### src/rtl/fetch_queue_pkg.sv
// Shared types and constants for the instruction fetch queue.
// Entry layout places the instruction above its byte PC.
package fetch_queue_pkg;

    localparam logic [31:0] RESET_PC_DEF = 32'h0000_0000;
    localparam int WORD_BYTES = 4;

    typedef struct packed {
        logic [31:0] inst;
        logic [31:0] pc;
    } fetch_entry_t;

    typedef enum logic [1:0] {
        IDLE,
        WAIT_GNT,
        WAIT_RSP
    } req_state_t;

endpackage

### src/rtl/sync_fifo.sv
// Small synchronous FIFO with registered storage and a combinational head.
// Clear empties the queue in one cycle and overrides push/pop.
module sync_fifo #(
    parameter int WIDTH = 64,
    parameter int DEPTH = 4
) (
    input  logic                     clock,
    input  logic                     reset,
    input  logic                     push,
    input  logic                     pop,
    input  logic                     clear,
    input  logic [WIDTH-1:0]         din,
    output logic [WIDTH-1:0]         dout,
    output logic [$clog2(DEPTH):0]   count,
    output logic                     empty,
    output logic                     full
);

    localparam int AW = $clog2(DEPTH);
    localparam logic [AW:0] FULL_CNT = (AW+1)'(DEPTH);

    logic [WIDTH-1:0] mem [DEPTH];
    logic [AW-1:0]    rd_ptr;
    logic [AW-1:0]    wr_ptr;
    logic [AW:0]      cnt;
    logic             do_pop;
    logic             do_push;

    assign do_pop  = pop && (cnt != '0);
    assign do_push = push && ((cnt != FULL_CNT) || do_pop);

    always_ff @(posedge clock or negedge reset) begin
        if (!reset) begin
            rd_ptr <= '0;
            wr_ptr <= '0;
            cnt    <= '0;
            for (int i = 0; i < DEPTH; i++) begin
                mem[i] <= '0;
            end
        end else if (clear) begin
            rd_ptr <= '0;
            wr_ptr <= '0;
            cnt    <= '0;
        end else begin
            if (do_push) begin
                mem[wr_ptr] <= din;
                wr_ptr      <= wr_ptr + AW'(1);
            end
            if (do_pop) begin
                rd_ptr <= rd_ptr + AW'(1);
            end
            if (do_push && !do_pop) begin
                cnt <= cnt + (AW+1)'(1);
            end else if (do_pop && !do_push) begin
                cnt <= cnt - (AW+1)'(1);
            end
        end
    end

    assign dout  = mem[rd_ptr];
    assign count = cnt;
    assign empty = (cnt == '0);
    assign full  = (cnt == FULL_CNT);

endmodule

### src/rtl/fetch_queue.sv
// Instruction fetch: sequential PC generation, one in-flight memory
// request, and a small buffer of {inst, pc} entries toward decode.
module fetch_queue
    import fetch_queue_pkg::*;
#(
    parameter int          DEPTH    = 4,
    parameter logic [31:0] RESET_PC = RESET_PC_DEF
) (
    input  logic        clock,
    input  logic        reset,
    output logic        imem_req,
    output logic [29:0] imem_addr,
    input  logic        imem_gnt,
    input  logic        imem_rvalid,
    input  logic [31:0] imem_rdata,
    output logic        inst_valid,
    input  logic        inst_ready,
    output logic [31:0] inst,
    output logic [31:0] inst_pc,
    input  logic        redirect,
    input  logic [31:0] redirect_pc,
    input  logic        halt,
    output logic        empty,
    output logic        full
);

    localparam int CW = $clog2(DEPTH) + 1;
    localparam logic [31:0] PC_STEP  = 32'(WORD_BYTES);
    localparam logic [31:0] PC_ALIGN = ~32'(WORD_BYTES - 1);

    req_state_t   state;
    req_state_t   state_nxt;
    logic [31:0]  fetch_pc;
    logic         drop;
    logic         outstanding;
    logic [CW-1:0] count;
    logic [CW-1:0] inflight;
    logic         can_issue;
    logic         grant;
    logic         push;
    logic         pop;
    fetch_entry_t entry_in;
    fetch_entry_t head;

    assign outstanding = (state == WAIT_RSP);
    assign inflight    = {{(CW-1){1'b0}}, outstanding};

    // Slot reservation: never ask for more than the buffer can absorb.
    assign can_issue = reset && !halt && !redirect && !outstanding
                    && ((count + inflight) < CW'(DEPTH));

    always_ff @(posedge clock or negedge reset) begin
        if (!reset) begin
            state <= IDLE;
        end else begin
            state <= state_nxt;
        end
    end

    always_comb begin
        state_nxt = state;
        unique case (state)
            IDLE, WAIT_GNT: begin
                if (can_issue && imem_gnt) begin
                    state_nxt = WAIT_RSP;
                end else if (can_issue) begin
                    state_nxt = WAIT_GNT;
                end else begin
                    state_nxt = IDLE;
                end
            end
            WAIT_RSP: begin
                if (imem_rvalid) begin
                    state_nxt = IDLE;
                end
            end
            default: state_nxt = IDLE;
        endcase
    end

    always_comb begin
        imem_req = 1'b0;
        unique case (state)
            IDLE, WAIT_GNT: imem_req = can_issue;
            default:        imem_req = 1'b0;
        endcase
    end

    assign imem_addr = fetch_pc[31:2];
    assign grant     = imem_req && imem_gnt;

    always_ff @(posedge clock or negedge reset) begin
        if (!reset) begin
            fetch_pc <= RESET_PC;
            drop     <= 1'b0;
        end else begin
            if (redirect) begin
                fetch_pc <= redirect_pc & PC_ALIGN;
            end else if (grant) begin
                fetch_pc <= fetch_pc + PC_STEP;
            end
            if (outstanding && imem_rvalid) begin
                drop <= 1'b0;
            end else if (redirect && outstanding) begin
                drop <= 1'b1;
            end
        end
    end

    // Only one request is ever in flight, so its PC is one step behind.
    assign entry_in.inst = imem_rdata;
    assign entry_in.pc   = fetch_pc - PC_STEP;

    assign push = outstanding && imem_rvalid && !drop && !redirect;
    assign pop  = inst_valid && inst_ready && !redirect;

    sync_fifo #(
        .WIDTH ($bits(fetch_entry_t)),
        .DEPTH (DEPTH)
    ) u_fifo (
        .clock (clock),
        .reset (reset),
        .push  (push),
        .pop   (pop),
        .clear (redirect),
        .din   (entry_in),
        .dout  (head),
        .count (count),
        .empty (empty),
        .full  (full)
    );

    assign inst_valid = !empty;
    assign inst       = head.inst;
    assign inst_pc    = head.pc;

endmodule

### config.mk
export PLATFORM = sky130hd
export DESIGN_NAME = fetch_queue
export DESIGN_NICKNAME = d
export VERILOG_FILES = /design/src/rtl/fetch_queue_pkg.sv /design/src/rtl/sync_fifo.sv /design/src/rtl/fetch_queue.sv
export SDC_FILE = /design/constraint.sdc
export NUM_CORES = 1
export LEC_CHECK = 0
export CORE_MARGIN = 3
export CORE_UTILIZATION = 58
export CTS_BUF_LIST = sky130_fd_sc_hd__clkbuf_16
export DETAILED_ROUTE_END_ITERATION = 16
export DONT_BUFFER_PORTS = 1
export PLACE_DENSITY_LB_ADDON = 0.05
export REMOVE_ABC_BUFFERS = 1
export SLEW_MARGIN = 20
export SYNTH_ARGS = -nofsm -noshare
export SYNTH_HDL_FRONTEND = slang
export SYNTH_HIERARCHICAL = 1
export SYNTH_SLANG_ARGS = --single-unit
### constraint.sdc
create_clock -name clock -period 2.3 [get_ports clock]
set_input_delay 0.345 -clock clock [delete_from_list [all_inputs] [get_ports clock]]
set_output_delay 0.345 -clock clock [all_outputs]
set_load 0.1 [all_outputs]
* After elaboration in Yosys (flattened, before gate mapping)
Index checks and enable logic that the tools add are counted.
** Storage, ports and cells
- Input port bits :: 71
- Bits in registers :: 298
** Operators by class
- Magnitude comparators :: 4
- Reduce and logical (&&, ||, !) cells :: 35
- Bitwise logic cells :: 3
- Mux-type cells :: 22
- Equality and inequality tests :: 5
- $add $sub $neg :: 7
** Operators by type and width (count)
- 256-bit bitwise mux :: 1
- 64-bit two-way mux :: 3
- 64-bit binary-select mux with 2-bit select :: 1
- 64-bit demux with 2-bit select :: 1
- 32-bit two-way mux :: 2
- 32-bit by 3-bit adder with 32-bit output (second input constant) :: 1
- 32-bit by 3-bit subtractor with 32-bit output (second input constant) :: 1
- 1-bit logical AND :: 17
- 2-bit two-way mux :: 6
- 3-bit two-way mux :: 3
- 2-bit nonzero test :: 4
- 1-bit zero test :: 7
- 3-bit greater-or-equal comparator (second input constant) :: 2
- 2-bit NOT with 3-bit output :: 2
- 3-bit nonzero test :: 2
- 2-bit by 1-bit adder with 2-bit output (second input constant) :: 2
- 1-bit two-way mux :: 4
- 2-bit case mux with 2 select lines :: 1
- 3-bit by 1-bit adder with 3-bit output :: 1
- 3-bit by 1-bit adder with 3-bit output (second input constant) :: 1
- 3-bit equality test (second input constant) :: 1
- 3-bit zero test :: 1
- 3-bit by 1-bit < comparator with 1-bit output (second input constant) :: 1
- 3-bit < comparator (second input constant) :: 1
- other kinds (10) :: 10

* Longest topological paths before layout
Gate-level depths: netlist of the first run.
- Word-level depth :: 12
- Depth in mapped cells :: 12

* Modules after synthesis
Netlist of the first run, hierarchy kept.
** Modules (own cells, without submodules)
- sync_fifo :: instances 1, sequential area each 6581.3 sq um, area an instance 11519.8 sq um, cells each 682
- fetch_queue :: instances 1, sequential area each 825.8 sq um, area an instance 2612.5 sq um, cells each 314

* Worst setup path after synthesis of the first run
Ideal clock, no wire load.
- Kind :: reg-to-reg
- Start :: reg u_fifo.cnt[2], in the netlist u_fifo/count[2]
- End :: reg u_fifo/mem[194] in the netlist's numbering
- Stages on the path, launching flop included :: 11
- Period minus slack after synthesis :: 5.702 ns
- Data required time :: 2.172 ns
- Buffers on the path :: 4
- Library setup time :: 0.128 ns
- Setup slack :: -3.402 ns
- Arrival time :: 5.574 ns
- Cell sequence :: dfrtp_1 -> buf_2 -> nor3_1 -> inv_1 -> and3_1 -> buf_2 -> nor4b_4 -> nor4bb_1 -> buf_2 -> buf_2 -> mux2_1
** On the way
- Word-level cells in the longest chain between the ends :: 8
** Ends and longest elaborated chain
- start: declaration :: RTL line sync_fifo.sv:25 : logic [AW:0] cnt;
- start signal: assignment :: RTL line sync_fifo.sv:53 : cnt <= cnt + (AW+1)'(1);
- start signal: assignment :: RTL line sync_fifo.sv:55 : cnt <= cnt - (AW+1)'(1);
- 3-bit zero test :: RTL line sync_fifo.sv:62 : assign empty = (cnt == '0);
- named net empty :: RTL line fetch_queue.sv:23 : output logic empty,
- 1-bit zero test :: RTL line fetch_queue.sv:133 : assign inst_valid = !empty;
- named net inst_valid :: RTL line fetch_queue.sv:16 : output logic inst_valid,
- 1-bit logical AND (2 in series) :: RTL line fetch_queue.sv:115 : assign pop = inst_valid && inst_ready && !redirect;
- named net pop :: RTL line fetch_queue.sv:41 : logic pop;
- 1-bit logical AND :: RTL line sync_fifo.sv:29 : assign do_pop = pop && (cnt != '0);
- 1-bit logical OR :: RTL line sync_fifo.sv:30 : assign do_push = push && ((cnt != FULL_CNT) || do_pop);
- 1-bit logical AND :: RTL line sync_fifo.sv:30
- 2-bit AND reduction (no source line)
- end signal: indexed assignment :: RTL line sync_fifo.sv:46 : mem[wr_ptr] <= din;
- end: declaration :: RTL line sync_fifo.sv:22 : logic [WIDTH-1:0] mem [DEPTH];
The timed path passes the listed nets, and every way through them passes these cells.
A chain may end at the register's enable or synchronous reset.

* Worst setup path in the final report of the first run
- Start :: reg u_fifo.rd_ptr[0]
- End :: out inst_pc[21]
** On the way
- Word-level cells in the longest chain between the ends :: 4
** Ends and longest elaborated chain
- start: declaration :: RTL line sync_fifo.sv:23 : logic [AW-1:0] rd_ptr;
- start signal: assignment :: RTL line sync_fifo.sv:50 : rd_ptr <= rd_ptr + AW'(1);
- 2-bit NOT with 3-bit output (implied by the code) :: RTL line sync_fifo.sv:60 : assign dout = mem[rd_ptr];
- 64-bit binary-select mux with 2-bit select :: RTL line sync_fifo.sv:60
- 64-bit two-way mux (implied by the code) (2 in series) :: RTL line sync_fifo.sv:60
- end: declaration :: RTL line fetch_queue.sv:19 : output logic [31:0] inst_pc,
Every way passes these cells. The select of a mux whose other input is x is not followed.

==> impl_metrics.env, run 1 <==
export IMPL_p_clk_frac=0.305
export IMPL_start_util=0.597
export IMPL_finish_utilization=0.830
export IMPL_wl_um=40100
export IMPL_overflow=0
export IMPL_num_nets_final=1303
export IMPL_drive_above_1_share=0.434
export IMPL_yosysSeqAreaShare=0.524
export IMPL_cts_path_max_buffers=3
export IMPL_crit_chain="buf_6 > clkbuf_16 > mux4_2 > buf_12"
export IMPL_cts_buffers=31
export IMPL_synth_edf_count=0
export IMPL_synthAdderAreaFrac=0.00673
export IMPL_stdcell_area_um2=19600
export IMPL_grt_start_max_net_pins=299
export IMPL_min_period_ps=2440
export IMPL_worstSetupPathType="register to output pin"
export IMPL_violations="negative hold slack, negative setup slack"
export IMPL_grt_pass1_wl_um=55200
export IMPL_status="finished, violations left"
export IMPL_worstMarginPinSlew_ps=527
export IMPL_synth_xor_area_frac=0.0260
export IMPL_dp_cells=1407
export IMPL_synth_warnings=6
export IMPL_dp_hpwl_um=22900
export IMPL_p_per_area_nw_per_um2=784
export IMPL_hold_class="primary input to async pin"
export IMPL_p_switching_w=0.00542
export IMPL_port_buffers=0
export IMPL_synth_mux_area_frac=0.312
export IMPL_vias=9646
export IMPL_skew_ps=13.0
export IMPL_antenna_left=0
export IMPL_r2r_end="u_fifo/mem[217]"
export IMPL_drt_drc_violations_left=0
export IMPL_combPwrFrac=0.321
export IMPL_vias_per_cell=6.15
export IMPL_rsz0062_at_grt="yes"
export IMPL_cp_max_fo=5
export IMPL_worstSkewPairLatency_ps=550
export IMPL_hold_viol=296
export IMPL_die_x_um=162
export IMPL_p_int_w=0.00999
export IMPL_clk_pin_slew_ps=60
export IMPL_synth_cell_types=61
export IMPL_power_w=0.0154
export IMPL_dp_slack_ps=-148
export IMPL_finalSetupViolCount=198
export IMPL_cp_required_ps=1960
export IMPL_p_sw_frac=0.352
export IMPL_synthArstFlopShare=1.00
export IMPL_fp_dieH_um=162
export IMPL_syn2layout_area_growth_pct=39.0
export IMPL_setup_slack_ps=-137
export IMPL_fin_cells=1568
export IMPL_worstPathArrival_ps=2090
export IMPL_die_area_um2=26300
export IMPL_boundaryPins=169
export IMPL_cts_tree="done"
export IMPL_layout_common_cells="dfrtp_1 (293), mux2_4 (167), buf_12 (85)"
export IMPL_worst_path_buf_inv=3
export IMPL_grt_pass1_vias=10400
export IMPL_root_buffer="clkbuf_16"
export IMPL_worst_hold_slack_ps=-508
export IMPL_yosys_area_share_simple=0.0759
export IMPL_yosys_register_bits=296
export IMPL_seq_power_share=0.374
export IMPL_r2r_cells=8
export IMPL_synth_ff_type="dfrtp_1"
export IMPL_gp_congestion=0.884
export IMPL_synth_area_um2=14100
export IMPL_worst_path_largest_cell_delay_ps=550
export IMPL_wl_per_cell_um=25.6
export IMPL_synthCells=996
export IMPL_dr_pass1_iters=7
export IMPL_synth_compound_area_share=0.0268
export IMPL_antenna_found_initial=0
export IMPL_postSynthAreaPerCell_um2=14.2
export IMPL_final_common_cell="dfrtp_1"
export IMPL_slew_violations=0
export IMPL_clkSinkCount=296
export IMPL_slew_headroom=0.646
export IMPL_worstReg2RegStart="state[0]"
export IMPL_critical_path_top_delay_family="multiplexers"
export IMPL_placed_cell_area_um2=16500
export IMPL_rows=56
export IMPL_maxCapViolCount=0
export IMPL_leakagePower_nw=8.96
export IMPL_max_freq_mhz=410
export IMPL_htree_levels=1
export IMPL_synth_top_family_by_area="multiplexers"
export IMPL_cpMaxStageDelayCell="mux4_2"
export IMPL_end_kind="output pin"
export IMPL_num_antenna_cells=0
export IMPL_peakVddDrop_uv=686
export IMPL_min_period_over_period=1.06
export IMPL_drt_iter0_drc=723
export IMPL_core_um2=23700
export IMPL_regToRegSetupSlack_ps=-80
export IMPL_grt_usage=0.261
export IMPL_worst_setup_path_start_kind="register"
==> timing repair <==
action / 4_1_cts / 5_1_grt
gates resized for setup: 15 / 217
hold endpoints to repair: 458 / 297
pin swaps: 4 / 14
setup buffers: 8 / 28
hold buffers: 63 / 1
setup endpoints to repair: 314 / 322
cloned: 1 / 19
==> synth_stat cells, types with 6 or more instances <==
master | instances | area [um^2]
dfrtp_1 | 296 | 7410
mux2_1 | 240 | 2700
mux4_2 | 64 | 1440
buf_2 | 45 | 225
nand2_1 | 40 | 150
nor2_1 | 36 | 135
xor2_1 | 28 | 245
clkbuf_1 | 22 | 82.6
mux2_2 | 20 | 225
o21ai_0 | 16 | 80.1
nor3_1 | 14 | 70.1
xnor2_1 | 14 | 123
nand3_1 | 11 | 55.1
inv_1 | 10 | 37.5
nand4_1 | 10 | 62.6
nand2b_1 | 9 | 56.3
and3_1 | 7 | 43.8
ha_1 | 6 | 75.1
nor4_1 | 6 | 37.5
nor4_2 | 6 | 75.1
o211ai_1 | 6 | 45.0
==> area by class of cell <==
cell class              instances  area (um^2)
clock buffers                  31          776
inverters                      10         37.5
clock inverters                26          170
fillers                      1214         4030
multi-input cells             623         7190
well taps                     319          399
repair buffers                263         3660
flip-flops and latches        296         7420
==> per-stage QoR <==
step                TNS [ps]  hold WS [ps]
floorplan           -1934040          49.4
global placement       -4850          58.2
detailed placement    -12410          56.4
CTS                    -6760          -519
global route          -24730          -531
finish                -11500          -508
==> how the worst max path moves through the flow <==
stage / from / to / slack, ps / cells after the start
6_report: u_fifo/rd_ptr[0] / inst_pc[21] / -140 / 4
3_3_place_gp: state[0] / u_fifo/mem[158] / -60 / 7
4_1_cts: u_fifo/rd_ptr[0] / inst_pc[1] / -170 / 4
3_5_place_dp: u_fifo/count[1] / u_fifo/count[2] / -150 / 11
2_1_floorplan: u_fifo/count[2] / u_fifo/mem[127] / -7330 / 6
5_1_grt: u_fifo/rd_ptr[0] / inst[16] / -190 / 4
==> flip-flops by register name, indices dropped and copies added (netlist names) <==
register and count:
fetch_pc 30, state 2, u_fifo/rd_ptr 2, u_fifo/wr_ptr 2, drop 1, u_fifo/count 3, u_fifo/mem 256
==> power by group through the flow <==
stage | clock network (W) | registers, W | logic, W
CTS | 0.00473 | 0.00572 | 0.00475
floorplan | 0 | 0.00619 | 0.00263
finish | 0.00470 | 0.00576 | 0.00495
detailed placement | 0 | 0.00581 | 0.00460
global route | 0.00500 | 0.00579 | 0.00507
global placement | 0 | 0.00577 | 0.00454
==> cells by family (layout without fill, tap and decap cells) <==
logic type	count (synthesis)	after routing
compound gates	57	57
mux	328	328
other cells	1	8
fa+ha+maj	7	7
flops	296	296
buf+inv	84	330
xor+xnor	42	42
simple gates	181	181
==> per-layer routing <==
layer / track usage / vias to the layer above / share of wire
met5: 0 / - / 0
met4: 0.0605 / 0 / 0.019
met3: 0.0467 / 69 / 0.057
met2: 0.461 / 363 / 0.51
met1: 0.339 / 5085 / 0.41
li1: - / 4129 / -
(Power assumes the default switching activity.)
==> inputs of run 2 (changes only) <==
--- a/config.mk
+++ b/config.mk
@@ -10,6 +10,7 @@
 export CTS_BUF_LIST = sky130_fd_sc_hd__clkbuf_16
 export DETAILED_ROUTE_END_ITERATION = 16
 export DONT_BUFFER_PORTS = 1
+export GPL_ROUTABILITY_DRIVEN = 0
 export PLACE_DENSITY_LB_ADDON = 0.05
 export REMOVE_ABC_BUFFERS = 1
 export SLEW_MARGIN = 20
==> results of run 2 <==
Final layout, timing and power as in run 1 (identical DEF).
==> inputs of run 3 (changes only) <==
--- a/config.mk
+++ b/config.mk
@@ -6,7 +6,7 @@
 export NUM_CORES = 1
 export LEC_CHECK = 0
 export CORE_MARGIN = 3
-export CORE_UTILIZATION = 58
+export CORE_UTILIZATION = 64
 export CTS_BUF_LIST = sky130_fd_sc_hd__clkbuf_16
 export DETAILED_ROUTE_END_ITERATION = 16
 export DONT_BUFFER_PORTS = 1
==> constraint.sdc (replaced) <==
create_clock -name clock -period 2.8 [get_ports clock]
set_input_delay 0.42 -clock clock [delete_from_list [all_inputs] [get_ports clock]]
set_output_delay 0.42 -clock clock [all_outputs]
set_load 0.1 [all_outputs]
==> run 3 against run 2 <==
Effect of this change: the flow finishes with violations (negative hold slack); register-to-register slack improved by 240 ps; highest routed layer unchanged; power is 26% lower; largest power group unchanged; routed wire length down 20%.
==> impl_metrics.env, run 3 (synthesized netlist as in run 1, its figures left out) <==
export IMPL_status="finished, violations left"
export IMPL_violations="negative hold slack"
export IMPL_max_freq_mhz=367
export IMPL_drt_iter0_drc=589
export IMPL_die_x_um=155
export IMPL_worstPathArrival_ps=2300
export IMPL_dp_slack_ps=181
export IMPL_die_area_um2=23900
export IMPL_fin_cells=1369
export IMPL_clk_pin_slew_ps=60
export IMPL_start_util=0.662
export IMPL_min_period_ps=2720
export IMPL_finalSetupViolCount=0
export IMPL_grt_usage=0.270
export IMPL_grt_start_max_net_pins=299
export IMPL_antenna_left=0
export IMPL_dp_hpwl_um=20500
export IMPL_worst_setup_path_start_kind="register"
export IMPL_r2r_end="u_fifo/count[2]"
export IMPL_core_um2=21400
export IMPL_final_common_cell="dfrtp_1"
export IMPL_num_antenna_cells=0
export IMPL_cts_tree="done"
export IMPL_port_buffers=0
export IMPL_dr_pass1_iters=6
export IMPL_regToRegSetupSlack_ps=160
export IMPL_min_period_over_period=0.973
export IMPL_overflow=0
export IMPL_skew_ps=20.5
export IMPL_worstReg2RegStart="u_fifo/count[0]"
export IMPL_slew_headroom=0.316
export IMPL_setup_slack_ps=75.7
export IMPL_cp_max_fo=28
export IMPL_grt_pass1_vias=9559
export IMPL_finish_utilization=0.763
export IMPL_htree_levels=1
export IMPL_critPathLaunch="u_fifo/rd_ptr[1]"
export IMPL_antenna_found_initial=0
export IMPL_fill_cells=1284
export IMPL_layout_common_cells="dfrtp_1 (293), mux2_1 (240), mux4_2 (64)"
export IMPL_drt_drc_violations_left=0
export IMPL_power_w=0.0114
export IMPL_maxCapViolCount=0
export IMPL_cts_path_max_buffers=3
export IMPL_worstSkewPairLatency_ps=550
export IMPL_cts_buffers=30
export IMPL_vias=8664
export IMPL_largest_register="u_fifo/mem"
export IMPL_hold_class="primary input to async pin"
export IMPL_p_per_area_nw_per_um2=702
export IMPL_syn2layout_area_growth_pct=15.3
export IMPL_boundaryPins=169
export IMPL_worst_hold_slack_ps=-424
export IMPL_leakagePower_nw=7.81
export IMPL_worstSetupPathType="register to output pin"
export IMPL_wl_per_cell_um=23.4
export IMPL_root_buffer="clkbuf_16"
export IMPL_peakVddDrop_uv=502
export IMPL_rows=53
export IMPL_largest_reg_flops=256
export IMPL_rsz0062_at_grt="no"
export IMPL_clkSinkCount=296
export IMPL_grt_pass1_wl_um=51900
export IMPL_drive_above_1_share=0.194
export IMPL_fp_dieH_um=155
export IMPL_cp_endpoint="inst_pc[21]"
export IMPL_num_nets_final=1151
export IMPL_r2r_cells=11
export IMPL_worstMarginPinSlew_ps=1020
export IMPL_hold_viol=296
export IMPL_wl_um=32100
export IMPL_end_kind="output pin"
export IMPL_slew_violations=0
export IMPL_vias_per_cell=6.33
export IMPL_dp_cells=1261
export IMPL_cp_required_ps=2380
==> run 3: cell types whose count changed in the layout (fill, tap and decap cells not counted), moves of 17 or more <==
cell / change
buf_12: -75
buf_4: -21
buf_6: -21
clkbuf_16: -17
mux2_1: +165
mux2_4: -167
==> run 3: per-stage QoR <==
stage	instance area (um^2)	setup TNS, ps
after global placement	14800	0
final	16300	0
after CTS	16200	0
after floorplan	13800	-1771730
after detailed placement	14800	0
after global routing	16300	0
==> run 3: critical path, cell delays in order (launching register included) <==
cell and delay [ps]:
dfrtp_4 570, buf_4 470, mux4_2 680
==> run 3: per-layer routing <==
layer	track usage	wire length [um]	vias to the layer above
li1	-	-	3803
met1	0.359	13300	4468
met2	0.455	15800	323
met3	0.0627	2200	70
met4	0.0719	745	0
met5	0	0	-
==> run 3: what timing repair did <==
item,in CTS,in global routing
endpoints found under the hold margin,371,303
endpoints found under the setup margin,2,1
hold buffers,46,6
resized for setup,0,3
gates cloned,0,0
setup buffers,3,0
==> run 3: how the worst min path moves through the flow <==
| stage | startpoint | endpoint | slack (ps) |
|---|---|---|---|
| 5_1_grt | reset | u_fifo/mem[176] | -450 |
| 6_report | reset | u_fifo/mem[112] | -420 |
| 4_1_cts | reset | u_fifo/mem[25] | -450 |
| 3_3_place_gp | reset | u_fifo/mem[240] | 130 |
| 3_5_place_dp | reset | u_fifo/mem[112] | 130 |
| 2_1_floorplan | reset | drop | 120 |
==> run 3: power by group <==
group / internal [W] / switching [W]
registers: 0.00455 / 0.000165
clock network: 0.00226 / 0.00161
logic: 0.000526 / 0.00232
==> run 3: layout make-up <==
type                    instances  area, um^2  area share
clock buffers                  31         776      0.0476
well taps                     275         344      0.0211
flip-flops and latches        296        7420       0.455
multi-input cells             623        6430       0.395
clock inverters                22         174      0.0107
inverters                      10        37.5     0.00230
repair buffers                112        1110      0.0683
